### src/rtl/le_alu_pkg.sv
// Shared definitions for the logic-element ALU: function codes and FSM state type.
package le_alu_pkg;

  localparam logic [3:0] LE_AND    = 4'b0000;
  localparam logic [3:0] LE_OR     = 4'b0001;
  localparam logic [3:0] LE_PASSA  = 4'b0010;
  localparam logic [3:0] LE_NOTA   = 4'b0011;
  localparam logic [3:0] LE_ANDNB  = 4'b0100;
  localparam logic [3:0] LE_ORNB   = 4'b0101;
  localparam logic [3:0] LE_PASSA2 = 4'b0110;
  localparam logic [3:0] LE_XOR    = 4'b0111;

  typedef enum logic [1:0] {
    ST_IDLE = 2'd0,
    ST_RUN  = 2'd1,
    ST_DONE = 2'd2
  } le_state_e;

endpackage

### src/rtl/le_slice.sv
// Combinational SLICE-wide logic element; any code with the top bit set yields zero.
module le_slice
  import le_alu_pkg::*;
#(
  parameter int SLICE = 8
) (
  input  logic [3:0]       func,
  input  logic [SLICE-1:0] a,
  input  logic [SLICE-1:0] b,
  output logic [SLICE-1:0] x
);

  always_comb begin
    x = '0;
    case (func)
      LE_AND:    x = a & b;
      LE_OR:     x = a | b;
      LE_PASSA:  x = a;
      LE_NOTA:   x = ~a;
      LE_ANDNB:  x = a & ~b;
      LE_ORNB:   x = a | ~b;
      LE_PASSA2: x = a;
      LE_XOR:    x = a ^ b;
      default:   x = '0;
    endcase
  end

endmodule

### src/rtl/le_slice_alu.sv
// Multi-cycle logic unit: one SLICE-wide logic element walks the operands, one slice per clock.
// Optional zero/parity flags are built only when LE_SLICE_ALU_FLAGS_EN is defined.
module le_slice_alu
  import le_alu_pkg::*;
#(
  parameter int WIDTH = 32,
  parameter int SLICE = 8
) (
  input  logic             clk,
  input  logic             rst_n,
  input  logic             in_valid,
  output logic             in_ready,
  input  logic [3:0]       in_func,
  input  logic [WIDTH-1:0] in_a,
  input  logic [WIDTH-1:0] in_b,
  output logic             out_valid,
  input  logic             out_ready,
  output logic [WIDTH-1:0] out_result,
  output logic             out_zero,
  output logic             out_parity,
  output logic             busy
);

  localparam int N  = WIDTH / SLICE;
  localparam int CW = (N > 1) ? $clog2(N) : 1;
  localparam logic [CW-1:0] LAST = CW'(N - 1);

  le_state_e state_q, state_d;
  logic [CW-1:0] cnt_q, cnt_d;
  logic [3:0]    func_q, func_d;
  logic [N-1:0][SLICE-1:0] a_q, a_d, b_q, b_d, res_q, res_d;
  logic [SLICE-1:0] slc_x;
  logic accept;

  le_slice #(.SLICE(SLICE)) u_slice (
    .func (func_q),
    .a    (a_q[cnt_q]),
    .b    (b_q[cnt_q]),
    .x    (slc_x)
  );

  assign accept = (state_q == ST_IDLE) && in_valid;

  always_comb begin
    state_d = state_q;
    cnt_d   = cnt_q;
    func_d  = func_q;
    a_d     = a_q;
    b_d     = b_q;
    res_d   = res_q;
    case (state_q)
      ST_IDLE: begin
        if (in_valid) begin
          func_d  = in_func;
          a_d     = in_a;
          b_d     = in_b;
          cnt_d   = '0;
          res_d   = '0;
          state_d = ST_RUN;
        end
      end
      ST_RUN: begin
        res_d[cnt_q] = slc_x;
        cnt_d        = cnt_q + 1'b1;
        if (cnt_q == LAST) state_d = ST_DONE;
      end
      ST_DONE: begin
        if (out_ready) state_d = ST_IDLE;
      end
      default: state_d = ST_IDLE;
    endcase
  end

  always_ff @(posedge clk or negedge rst_n) begin
    if (!rst_n) begin
      state_q <= ST_IDLE;
      cnt_q   <= '0;
      func_q  <= '0;
      a_q     <= '0;
      b_q     <= '0;
      res_q   <= '0;
    end else begin
      state_q <= state_d;
      cnt_q   <= cnt_d;
      func_q  <= func_d;
      a_q     <= a_d;
      b_q     <= b_d;
      res_q   <= res_d;
    end
  end

  assign in_ready   = (state_q == ST_IDLE);
  assign out_valid  = (state_q == ST_DONE);
  assign busy       = (state_q != ST_IDLE);
  assign out_result = res_q;

`ifdef LE_SLICE_ALU_FLAGS_EN
  // Zero starts true and parity starts clear at accept; each RUN cycle folds in one slice.
  logic zero_q, zero_d, par_q, par_d;

  always_comb begin
    zero_d = zero_q;
    par_d  = par_q;
    if (accept) begin
      zero_d = 1'b1;
      par_d  = 1'b0;
    end else if (state_q == ST_RUN) begin
      zero_d = zero_q & ~(|slc_x);
      par_d  = par_q ^ (^slc_x);
    end
  end

  always_ff @(posedge clk or negedge rst_n) begin
    if (!rst_n) begin
      zero_q <= 1'b0;
      par_q  <= 1'b0;
    end else begin
      zero_q <= zero_d;
      par_q  <= par_d;
    end
  end

  assign out_zero   = zero_q;
  assign out_parity = par_q;
`else
  logic unused_accept;
  assign unused_accept = accept;
  assign out_zero      = 1'b0;
  assign out_parity    = 1'b0;
`endif

endmodule

### config.mk
export PLATFORM = sky130hd
export DESIGN_NAME = le_slice_alu
export DESIGN_NICKNAME = d
export VERILOG_FILES = /design/src/rtl/le_alu_pkg.sv /design/src/rtl/le_slice.sv /design/src/rtl/le_slice_alu.sv
export SDC_FILE = /design/constraint.sdc
export NUM_CORES = 1
export LEC_CHECK = 0
export ABC_AREA = 1
export BUFFER_PORTS_ARGS = -buffer_cell sky130_fd_sc_hd__buf_4
export CORE_MARGIN = 5
export CORE_UTILIZATION = 50
export DETAILED_ROUTE_END_ITERATION = 7
export GPL_ROUTABILITY_DRIVEN = 0
export PLACE_DENSITY = 0.82
export SLEW_MARGIN = 0
export SYNTH_ARGS = -nofsm -noshare
export SYNTH_HDL_FRONTEND = slang
export SYNTH_SLANG_ARGS = --single-unit
### constraint.sdc
create_clock -name clk -period 1.5 [get_ports clk]
set_input_delay 0.3 -clock clk [delete_from_list [all_inputs] [get_ports clk]]
set_output_delay 0.3 -clock clk [all_outputs]
set_load 0.05 [all_outputs]
Word-level counts from Yosys, hierarchy flattened
Cells that the tools add are included.
{"block": "word_totals", "out_inout_bits": 37, "register_bits": 104, "inputBits": 72}
{"block": "classes", "add_sub_neg": 1, "n_mux": 16, "order_cmp": 2, "bitwise_logic": 7, "reduce_logical": 9, "eq_ne": 13}
{"cell": "32-bit case mux with 2 select lines", "n": 1}
{"cell": "8-bit case mux with 7 select lines", "n": 1}
{"cell": "8-bit binary-select mux with 2-bit select", "n": 2}
{"cell": "32-bit bitwise mux", "n": 1}
{"cell": "32-bit 2-to-1 mux", "n": 1}
{"cell": "8-bit 2-to-1 mux", "n": 3}
{"cell": "8-bit AND", "n": 2}
{"cell": "8-bit demux with 2-bit select", "n": 1}
{"cell": "4-bit by 3-bit == test with 1-bit output (second input constant)", "n": 4}
{"cell": "8-bit NOT", "n": 2}
{"cell": "8-bit OR", "n": 2}
{"cell": "4-bit by 2-bit == test with 1-bit output (second input constant)", "n": 2}
{"cell": "2-bit 2-to-1 mux", "n": 4}
{"cell": "8-bit XOR", "n": 1}
{"cell": "2-bit case mux with 3 select lines", "n": 1}
{"cell": "2-bit == test (second input constant)", "n": 2}
{"cell": "4-bit by 1-bit == test with 1-bit output (second input constant)", "n": 1}
{"cell": "4-bit logical NOT", "n": 1}
{"cell": "2-bit inequality test (second input constant)", "n": 2}
{"cell": "2-bit case mux with 2 select lines", "n": 1}
{"cell": "2-bit AND reduction", "n": 2}
{"cell": "2-bit nonzero test", "n": 2}
{"cell": "2-bit by 3-bit < comparator with 1-bit output (second input constant)", "n": 1}
{"cell": "3-bit AND reduction", "n": 1}
{"cell": "other kinds (7)", "n": 7}

Logic depth before layout (Yosys ltp)
{"block": "depth", "depth_word": 7, "ltp_mapped": 12, "ltp_nobuf": 10}

Modules after synthesis
From an unflattened synthesis, not the netlist that was laid out.
{"block": "unflattened", "cells_unflattened": 783, "area_unflattened_um2": 5602.9}
{"mod": "le_slice_alu", "n_inst": 1, "cells_each": 618, "area_per_inst_um2": 4877.2, "seq_area_each_um2": 2602.5}
{"mod": "le_slice", "n_inst": 1, "cells_each": 165, "area_per_inst_um2": 725.7, "seq_area_each_um2": 0.0}

Least setup slack after synthesis
No wires, ideal clock.
{"block": "synth_path", "path_kind": "reg-to-reg", "from": "register state_q[1]", "to": "register a_q[0] (netlist name)", "n_path_buf": 2, "path_stages_with_launch": 6, "setup_ns": 0.125, "slack_ns": -0.297, "arrival_ns": 1.672, "cell_sequence": "dfrtp_1 -> nor2_2 -> nand2_1 -> buf_4 -> buf_6 -> mux2_2"}
{"block": "synth_between", "elab_chain_len": 2}
{"item": "from (decl)", "line": "le_slice_alu.sv:28", "text": "le_state_e state_q, state_d;"}
{"item": "from (signal assigned)", "line": "le_slice_alu.sv:83", "text": "state_q <= state_d;"}
{"item": "2-bit logical NOT"}
{"item": "net in_ready", "line": "le_slice_alu.sv:12", "text": "output logic in_ready,"}
{"item": "2-bit AND reduction (no line)"}
{"item": "to (signal assigned)", "line": "le_slice_alu.sv:79", "text": "a_q <= '0;"}
{"item": "to (signal assigned)", "line": "le_slice_alu.sv:86", "text": "a_q <= a_d;"}
{"item": "to (decl)", "line": "le_slice_alu.sv:31", "text": "logic [N-1:0][SLICE-1:0] a_q, a_d, b_q, b_d, res_q, res_d;"}
The timed path passes the listed nets, and every way through them passes these cells.
A chain may end at the register's enable or synchronous reset.

Final worst setup path
{"block": "layout_path", "from": "register cnt_q[0]", "to": "register res_q, in the netlist out_result[15]"}
{"block": "layout_between", "elab_chain_len": 7}
{"item": "from (decl)", "line": "le_slice_alu.sv:29", "text": "logic [CW-1:0] cnt_q, cnt_d;"}
{"item": "from (signal assigned)", "line": "le_slice_alu.sv:84", "text": "cnt_q <= cnt_d;"}
{"item": "8-bit binary-select mux with 2-bit select", "line": "le_slice_alu.sv:38", "text": ".b (b_q[cnt_q]),"}
{"item": "8-bit 2-to-1 mux (implied by the code)", "line": "le_slice_alu.sv:38"}
{"item": "8-bit NOT", "line": "le_slice.sv:20, le_slice.sv:21"}
{"item": "8-bit OR or 8-bit AND (tied branches)", "line": "le_slice.sv:21, le_slice.sv:20"}
{"item": "8-bit case mux with 7 select lines", "line": "le_slice.sv:15", "text": "case (func)"}
{"item": "32-bit bitwise mux (*)", "line": "le_slice_alu.sv:63", "text": "res_d[cnt_q] = slc_x;"}
{"item": "32-bit case mux with 2 select lines (*)", "line": "le_slice_alu.sv:51", "text": "case (state_q)"}
{"item": "to (signal assigned)", "line": "le_slice_alu.sv:88", "text": "res_q <= res_d;"}
{"item": "to (decl)", "line": "le_slice_alu.sv:31"}
Every way passes the cells marked *; elsewhere a longest branch is shown, timed or not. The select of a mux whose other input is x is not followed.

==> summary.txt <==
Detailed routing
  – Number of routed nets with antenna violations: 0
  – Via Count: approximately 4600
  – WL final: 13900 um
  – DRT iter0 DRCs: approximately 430
  – DR DRC count: 0
  – DR WL/cell: approximately 16 um
  – Drt first pass iters: 6
  – Drt via density: approximately 5.4

Final layout
  – Number of diodes: 0
  – Fillers: about 900
  – Share of cells above drive strength 1: roughly 40%
  – FF/Latch Area: between 2000 and 3000 um^2
  – Final Net Count: 780
  – Synth-to-Final Area Change: 23.2%
  – Area of the multi-input gates: about 2600 um^2

Floorplan
  – Die H: roughly 110 um
  – Starting density of the core: 50.6%
  – Die Area: ~13000 um^2
  – Die Wd: approximately 110 um
  – Rows: 38
  – Core box area: about 11000 um^2
  – I/O Pins: roughly 110

Timing
  – Worst-Margin Slew: between 0.6 and 0.7 ns
  – Slew margin rel.: around 60%
  – RSZ-0062 raised after global routing: yes
  – Worst Slack Setup Final: -0.163 ns
  – Final slew viol count: 0
  – Fin Hold WS: 0.0936 ns
  – Fin crit period: around 1.7 ns
  – Hold Violations, Final: 0
  – Final period util: 111%
  – Final-report setup violation count: 33
  – Fmax: roughly 600 MHz
  – Skew final: approximately 0.0057 ns

Synth
  – Area contributors post-synth: dfrtp_1, nand2_1, mux2_2
  – Cell variety after synth: 27
  – Compound-gate portion of the synthesized area: 1.93%
  – Syn Inst Count: 580
  – Synth Flop Type: dfrtp_1
  – Mean post-synth cell area: about 9.4 um^2
  – Post-synth EDFFs: 0
  – Sequential area share after synthesis: a little under half
  – #FFs+latches synth: between 100 and 150
  – Fraction of registers with async set/reset: between 90% and 100%
  – Area leader, netlist: dfrtp_1
  – Top cell type's share of synthesized area: between 40% and 50%
  – Synth Area in Simple Gates: a little under a third
  – Xor/xnor share of the synthesized area: 0.322%
  – Multiplexer share of the synthesized area: about an eighth
  – Syn Std Cell Area: ~5400 um^2
  – Yosys warning count: 0
  – Largest family of logic cells by synthesized area: simple AND/OR/NAND/NOR gates
  – Synth Area in Adders: less than 1%

Clock tree
  – Setup Buffers After CTS: 0
  – H-tree depth: 3
  – Skew-Pair Late Insertion Delay: 0.38 ns
  – Clk sink count: between 100 and 150
  – Clock slew at reported path FFs: roughly 0.09 ns
  – Clk buf depth: 2
  – CTS Root Cell: clkbuf_8
  – CTS Buf Count: 9
  – CTS tree: done

Min path
  – Hold Path Class: input port to flop

Placement
  – HPWL Detailed: around 11000 um
  – Placement Setup Slack: -0.211 ns
  – Port bufs: approximately 110

Run status
  – Outcome: finished, violations left
  – Failing checks: setup timing

Global route
  – Initial antenna violation count: 0
  – Vias in the first global route: about 4800
  – Remaining global-route overflow: 0
  – First-pass GRT wire length: 23100 um
  – Gr usage total: 22.5%
  – Largest net degree at the start of global routing: 41

Worst setup path
  – Crit Path Class: flop to flop
  – CP max FO: 33
  – Worst EP required: 1.76 ns
  – CP Capture Type: flop
  – Critical Path AT: between 1.5 and 2 ns
  – Startpoint types: flop

Job
  – Max cap viols: 0

Power
  – PwrDens: 2360 nW/um^2
  – Leakage: 3.50 nW
  – VDD IR max: 1.23 mV
-- cell usage in the layout (no fill, tap or decap), types with 2 or more instances in the layout --
cell type and instances:
nor2_1 15, dfrtp_1 103, xor2_1 2, buf_4 125, nand2_1 225, nand2_2 22, clkinv_2 2, o21ai_1 2
inv_1 18, o21ai_0 3, inv_2 2, conb_1 2, a21oi_1 4, buf_6 3, nand4_1 6, nand3_1 37
ha_1 4, nor3_2 3, nand3_2 34, mux2_2 64, clkbuf_8 11, a21oi_2 6, buf_12 5
-- layer usage --
| metal | vias up | part of all wire (%) | track usage, % |
|---|---|---|---|
| met5 | - | 0 | 0 |
| li1 | 2133 | - | - |
| met1 | 2181 | 41 | 29.1 |
| met4 | 0 | 2.5 | 8.79 |
| met2 | 226 | 49 | 38.2 |
| met3 | 36 | 7.6 | 3.38 |
-- cells by family (layout without fill, tap and decap cells) --
logic type,count (synthesis),in the layout
other,1,2
and+or+nand+nor,344,344
AOI/OAI and AO/OA,16,16
buffers and inverters,45,172
xor gates and xnor gates,2,2
muxes,64,64
DFF,104,104
adders and majority gates,4,4
-- synth_stat cells (2+ instances only) --
master	instances
buf_6	7
mux2_2	64
nand3_2	34
nand4_1	6
nor3_2	3
ha_1	4
buf_4	8
a21oi_2	6
xor2_1	2
dfrtp_1	104
buf_2	6
nand2_1	227
nand3_1	37
nor2_1	15
o21ai_0	4
a21oi_1	4
nand2_2	20
inv_1	20
-- state kept, by name, summed over array words and instances, names as in the netlist --
signal,count
b_q,32
cnt_q,2
out_result,32
func_q,4
a_q,32
state_q,2
-- critical path, cell delays in order (launching register included) --
cell,delay (ns)
dfrtp_2,0.47
clkinv_8,0.18
nand2_1,0.14
nand3_2,0.11
nand2_2,0.10
nand2_1,0.06
nand3_1,0.10
nand4_2,0.18
nand2_1,0.12
nand2_1,0.08
-- per-stage QoR --
step | setup TNS [ns] | instance area (um^2) | total power, mW | util [%] | cells
finish | -3.49 | 6700 | 15.8 | 62.4 | 848
global route | -7.64 | 6700 | 16.9 | 62.4 | 848
CTS | -3.02 | 6690 | 15.7 | 62.3 | 848
detailed placement | -4.84 | 6490 | 14.1 | 60.4 | 832
global placement | -2.67 | 6490 | 13.6 | 60.4 | 832
floorplan | -0.346 | 5460 | 11.6 | - | 581
-- where the power goes --
group / internal [mW] / switching [mW]
clock network: 0.681 / 0.912
registers: 4.11 / 0.882
logic: 3.48 / 5.72
total: 8.27 / 7.52
-- worst paths after layout --
path                       cells past startpoint  slack, ns             end            from
max in group asynchronous                      3       0.57      state_q[1]           rst_n
max reg2reg                                    9      -0.16  out_result[15]        cnt_q[0]
min in group asynchronous                      2       0.38  out_result[26]           rst_n
max                                            9      -0.16  out_result[15]        cnt_q[0]
min reg2reg                                    2       0.49  out_result[17]  out_result[17]
min                                            2       0.09      state_q[1]       out_ready
-- area by class of cell --
type                    count  share of cell area [%]
well taps                 140                    2.61
clock buffers              12                    2.31
inverters                  22                    1.46
clock inverters             3                   0.261
flip-flops and latches    104                    38.8
repair buffers            135                    16.4
multi-input cells         432                    38.1
-- timing repair --
action	CTS	global route
endpoints found under the setup margin	33	36
resized for setup	5	6
endpoints found under the hold margin	22	0
pin swaps	1	0
hold buffers	1	0
No activity file was read; power rests on OpenSTA's default activity.
